### config.mk
export PLATFORM = sky130hd
export DESIGN_NAME = ddr2_wr_arbiter
export DESIGN_NICKNAME = d
export VERILOG_FILES = /design/src/rtl/ddr2_wr_arbiter.sv
export SDC_FILE = /design/constraint.sdc
export NUM_CORES = 1
export LEC_CHECK = 0
export CORE_MARGIN = 3
export CORE_UTILIZATION = 30
export CTS_CLUSTER_SIZE = 24
export DETAILED_ROUTE_END_ITERATION = 12
export DONT_BUFFER_PORTS = 1
export PLACE_DENSITY_LB_ADDON = 0.25
export SKIP_CTS_REPAIR_TIMING = 1
export SYNTH_ARGS = -nofsm -noshare
export SYNTH_HDL_FRONTEND = slang
export SYNTH_SLANG_ARGS = --single-unit
### constraint.sdc
create_clock -name clk -period 9 [get_ports clk]
set_input_delay 0.9 -clock clk [delete_from_list [all_inputs] [get_ports clk]]
set_output_delay 0.9 -clock clk [all_outputs]
set_load 0.005 [all_outputs]
### src/rtl/ddr2_wr_arbiter.sv
// Round-robin DDR2 write scheduler: two packed requesters share one command/data port.
// Each grant issues one command and then passes exactly BURST_LEN beats straight through.
module ddr2_wr_arbiter #(
  parameter int DW        = 64,
  parameter int AW        = 24,
  parameter int BURST_LEN = 4
) (
  input  logic          clk,
  input  logic          reset,
  input  logic          addr_load,
  input  logic          req0_avail,
  input  logic [DW-1:0] req0_data,
  input  logic          req0_valid,
  output logic          req0_ready,
  input  logic [AW-1:0] req0_base,
  input  logic [AW-1:0] req0_end,
  input  logic          req1_avail,
  input  logic [DW-1:0] req1_data,
  input  logic          req1_valid,
  output logic          req1_ready,
  input  logic [AW-1:0] req1_base,
  input  logic [AW-1:0] req1_end,
  output logic          cmd_en,
  output logic [AW-1:0] cmd_addr,
  input  logic          cmd_rdy,
  output logic [DW-1:0] wr_data,
  output logic          wr_data_en,
  input  logic          wr_data_rdy,
  output logic [1:0]    grant,
  output logic          busy,
  output logic [1:0]    fsm_state
);

  // Handshake: a beat moves on every DATA cycle where the granted requester's
  // valid and wr_data_rdy are both high; the command moves when cmd_en & cmd_rdy.
  localparam int CW = (BURST_LEN > 1) ? $clog2(BURST_LEN) : 1;
  localparam logic [CW-1:0] LAST_BEAT = CW'(BURST_LEN - 1);
  localparam logic [AW-1:0] STEP      = AW'(BURST_LEN);

  typedef enum logic [1:0] {IDLE = 2'd0, CMD = 2'd1, DATA = 2'd2} state_t;

  state_t        state;
  logic [AW-1:0] ptr0;
  logic [AW-1:0] ptr1;
  logic [CW-1:0] beat_cnt;
  logic          last_grant;
  logic          load_pending;

  logic          in_data;
  logic          sel1;
  logic          beat;
  logic          load_now;
  logic          any_avail;
  logic          pick1;
  logic [AW-1:0] cur_ptr0;
  logic [AW-1:0] cur_ptr1;
  logic [AW-1:0] g_ptr;
  logic [AW-1:0] g_base;
  logic [AW-1:0] g_end;
  logic [AW-1:0] next_ptr;
  logic [AW-1:0] wrap_ptr;

  assign in_data    = (state == DATA);
  assign sel1       = grant[1];
  assign wr_data    = sel1 ? req1_data : req0_data;
  assign wr_data_en = in_data & (sel1 ? req1_valid : req0_valid);
  assign req0_ready = in_data & grant[0] & wr_data_rdy;
  assign req1_ready = in_data & grant[1] & wr_data_rdy;
  assign beat       = wr_data_en & wr_data_rdy;
  assign busy       = (state != IDLE);
  assign fsm_state  = state;

  // A pending reload must take effect before the grant picks its address.
  assign load_now  = addr_load | load_pending;
  assign cur_ptr0  = load_now ? req0_base : ptr0;
  assign cur_ptr1  = load_now ? req1_base : ptr1;
  assign any_avail = req0_avail | req1_avail;
  assign pick1     = (req0_avail & req1_avail) ? ~last_grant : req1_avail;

  assign g_ptr    = sel1 ? ptr1 : ptr0;
  assign g_base   = sel1 ? req1_base : req0_base;
  assign g_end    = sel1 ? req1_end : req0_end;
  assign next_ptr = g_ptr + STEP;
  assign wrap_ptr = (next_ptr >= g_end) ? g_base : next_ptr;

  always_ff @(posedge clk) begin
    if (!reset) begin
      state        <= IDLE;
      cmd_en       <= 1'b0;
      cmd_addr     <= '0;
      grant        <= 2'b00;
      ptr0         <= req0_base;
      ptr1         <= req1_base;
      beat_cnt     <= '0;
      last_grant   <= 1'b1;
      load_pending <= 1'b0;
    end else begin
      case (state)
        IDLE: begin
          if (load_now) begin
            ptr0         <= req0_base;
            ptr1         <= req1_base;
            load_pending <= 1'b0;
          end
          if (any_avail) begin
            grant    <= pick1 ? 2'b10 : 2'b01;
            cmd_addr <= pick1 ? cur_ptr1 : cur_ptr0;
            cmd_en   <= 1'b1;
            state    <= CMD;
          end
        end
        CMD: begin
          if (addr_load) load_pending <= 1'b1;
          if (cmd_rdy) begin
            cmd_en   <= 1'b0;
            beat_cnt <= '0;
            state    <= DATA;
          end
        end
        DATA: begin
          if (addr_load) load_pending <= 1'b1;
          if (beat) begin
            if (beat_cnt == LAST_BEAT) begin
              if (sel1) ptr1 <= wrap_ptr;
              else      ptr0 <= wrap_ptr;
              last_grant <= sel1;
              grant      <= 2'b00;
              state      <= IDLE;
            end else begin
              beat_cnt <= beat_cnt + 1'b1;
            end
          end
        end
        default: state <= IDLE;
      endcase
    end
  end

endmodule

==> flow_summary.toml <==
[power_and_ir_drop]
leakagePower_nw = 2.69
power_density_mw_per_mm2 = 201
peakVddDrop_uv = 83.2

[sta]
relSlewSlack_pct = 32.0
rsz0062_at_grt = "no"
worstMarginPinSlew_ns = 1.02
final-hold-violation-count = 0
skew_ns = 0.0134
period_needed_ns = 5.34
fin_crit_sh_pct = 59.4
slew_violations = 0
setup_viol = 0
setup_tns_ns = 0
max_freq_mhz = 187

[worst_setup_path]
critical_path_class = "reg -> reg"
reg2reg_depth = 15
crit_top_cell = "buf_4"
crit_slowest_cell = "dfxtp_4"
cpPeakStageDelay_ns = 0.94
startpoint = "grant[1]$_SDFFE_PN0P_"
worstPathMaxFanout = 66
required_ns = 9.07
rrSetupSlack_ns = 3.66
end_kind = "register"
crit_chain = "buf_4 -> nand4_2 -> a22oi_4 -> nand3_2 -> nor2_1 -> xnor2_1 -> ha_1 -> nand4_1 -> nor3_1 -> nand2_1 -> o221ai_1 -> a21oi_2 -> buf_4 -> mux2i_1 -> a21oi_1"
regToRegStartpoint = "grant[1]$_SDFFE_PN0P_"
rr_endpoint = "ptr0[16]$_DFFE_PP_"
worstSetupStartpointType = "register"
critPathArrivalTime_ns = 5.42

[route]
drt-total-wl_um = 30700
drc = 0
dr.pass1.iters = 5
detail_route.vias_per_cell = 5.94
antenna_left = 0
post_drt_wl_per_cell_um = 28.7
num_vias = 6344
dr.first_iter.drc_count = 518

[floorplanning]
io_pins = 330
dieHeight_um = 164
initial_utilization_pct = 30.6
die_area_mm2 = 0.0268
rows = 57
fp.coreArea_mm2 = 0.0244
die_x_um = 164

[hold_path]
worstHoldPathCells = 2
hp-start = "cmd_addr[21]$_SDFFE_PN0P_"
hold_class = "reg -> reg"
whs_endpoint = "cmd_addr[21]$_SDFFE_PN0P_"

[global_route]
grt_max_degree = 67
grt_pass1_wl_um = 42600
grt_usage_pct = 21.7
grt_pass1_vias = 6013
antenna_found_initial = 4
overflow = 0

[yosys]
synth-seq-cells = 81
async_reset_ff_share_pct = 0
yosysWarningCount = 0
synth_edf_count = 48
avgSynthCellArea_um2 = 9.60
synth_cell_types = 52
synth_cells = 777
yosysSeqAreaShare_pct = 28.2
synth_flop_cell = "edfxtp_1"
synth_area_mm2 = 0.00746
syn_nets = 1041

[placement]
dp_hpwl_um = 24000
io_buffers = 0
gp_congestion = 0.834

[run]
maxCapViolations = 0

[cells_and_area]
area_growth_syn_to_layout_pct = 7.88
final_layout_size_suffix_gt1_share_pct = 20.7
num-fill-cells = 2539
final_nets = 1003
antenna_cells = 0
finalCoreUtilization_pct = 33.0

[clocking]
cts_root_buffer = "clkbuf_16"
clk_latency_ns = 0.36
htreeDepth = 3
path_clk_slew_ns = 0.07
cts_buffer_depth = 2
cts_buffers = 9
clkSinkCount = 81
cts_tree = "yes"

[outcome]
status = "complete, no violations"
==> cell families after synthesis <==
kind of cell,after synthesis,synth area share (%)
fa+ha+maj,31,5.20
flops,81,28.2
mux,160,27.0
simple gates,215,14.5
compound gates,202,18.8
xor+xnor,20,2.35
buf+inv,68,4.07
==> power by group <==
| group | total [mW] | leakage, nW | internal (mW) | switching [mW] |
|---|---|---|---|---|
| registers | 0.586 | 0.769 | 0.490 | 0.0966 |
| logic | 0.614 | 1.76 | 0.266 | 0.348 |
| clock network | 0.421 | 0.158 | 0.259 | 0.162 |
==> layout by cell type, fill, tap and decap left out, types with 24 or more instances in the layout <==
cell,n
edfxtp_1,48
mux2_2,83
dfxtp_1,32
a21oi_1,57
mux2i_1,51
ha_1,30
mux4_2,24
nor2_1,33
o22ai_1,45
nand2_1,79
o22a_1,44
==> flip-flops by register name (all words and copies together) (netlist names), 2 cells and up <==
register,count
grant,2
ptr0,24
cmd_addr,24
ptr1,24
fsm_state,2
beat_cnt,2
==> cell type report <==
cell class,instances,area [µm²],area share [%]
multi-input cells,628,5090,63.3
flip-flops and latches,81,2110,26.2
well taps,324,405,5.04
clock buffers,11,254,3.16
repair buffers,12,90.1,1.12
clock inverters,5,76.3,0.948
inverters,7,26.3,0.326
==> worst max path at each step <==
stage          slack, ns  cells past startpoint                  to
6_report            3.66                     15  ptr0[16]$_DFFE_PP_
4_1_cts             3.68                     14  ptr0[16]$_DFFE_PP_
3_3_place_gp        3.64                     15  ptr0[23]$_DFFE_PP_
3_5_place_dp        3.68                     14  ptr0[13]$_DFFE_PP_
2_1_floorplan       4.70                     22   ptr1[4]$_DFFE_PP_
5_1_grt             3.23                     15   ptr1[0]$_DFFE_PP_
==> synth_stat cells (3+ instances only) <==
cell / count / share of area [%]
a22oi_1: 3 / 0.30
nand2b_1: 6 / 0.50
and3_1: 4 / 0.34
o22ai_1: 45 / 3.8
ha_1: 31 / 5.2
clkbuf_1: 36 / 1.8
buf_6: 3 / 0.45
edfxtp_1: 48 / 19
mux2i_1: 51 / 6.8
and2_1: 3 / 0.25
nand3b_1: 6 / 0.60
xor2_1: 13 / 1.5
o21ai_0: 11 / 0.74
dfxtp_1: 33 / 8.9
nand4_1: 15 / 1.3
mux2_2: 83 / 13
nor2b_1: 16 / 1.3
nor3_1: 23 / 1.5
a21o_1: 6 / 0.60
nand2_1: 79 / 4.0
a211o_1: 3 / 0.35
a211oi_1: 8 / 0.80
buf_2: 21 / 1.4
a2111oi_0: 9 / 1.1
nand3_1: 14 / 0.94
nor3b_1: 6 / 0.60
inv_1: 6 / 0.30
nand4b_1: 3 / 0.35
o21a_1: 3 / 0.30
nor2_1: 34 / 1.7
a21oi_1: 57 / 3.8
mux4_2: 24 / 7.2
o22a_1: 44 / 5.2
xnor2_1: 7 / 0.82
==> layer usage <==
metal	vias up	share of wire, %	global-route usage (%)
met1	3060	40	26.7
met5	-	0	0
met4	0	0.89	3.69
met3	20	8.6	6.36
li1	2936	-	-
met2	328	51	38.1
==> through the flow <==
step,hold slack [ns],instances,setup WS [ns],instance area [µm²],total power [mW]
2_1_floorplan,0.432,777,4.70,7460,1.03
3_3_place_gp,0.463,1052,3.64,7720,1.20
3_5_place_dp,0.470,1052,3.68,7720,1.21
4_1_cts,0.478,1068,3.68,8050,1.63
5_1_grt,0.499,1068,3.23,8050,1.71
6_report,0.473,1068,3.66,8050,1.62
==> worst max-delay path: cells and delay by family (launching register included) <==
kind                     cells  cell delay (ns)
adder cells (fa/ha/maj)      1             0.33
multiplexers                 1             0.28
XOR/XNOR                     1             0.25
buffers and inverters        2             1.18
flip-flops                   1             0.94
AO/OA/AOI/OAI                4             1.18
AND/OR/NAND/NOR              6             0.86
Power figures use the tool's default switching activity.
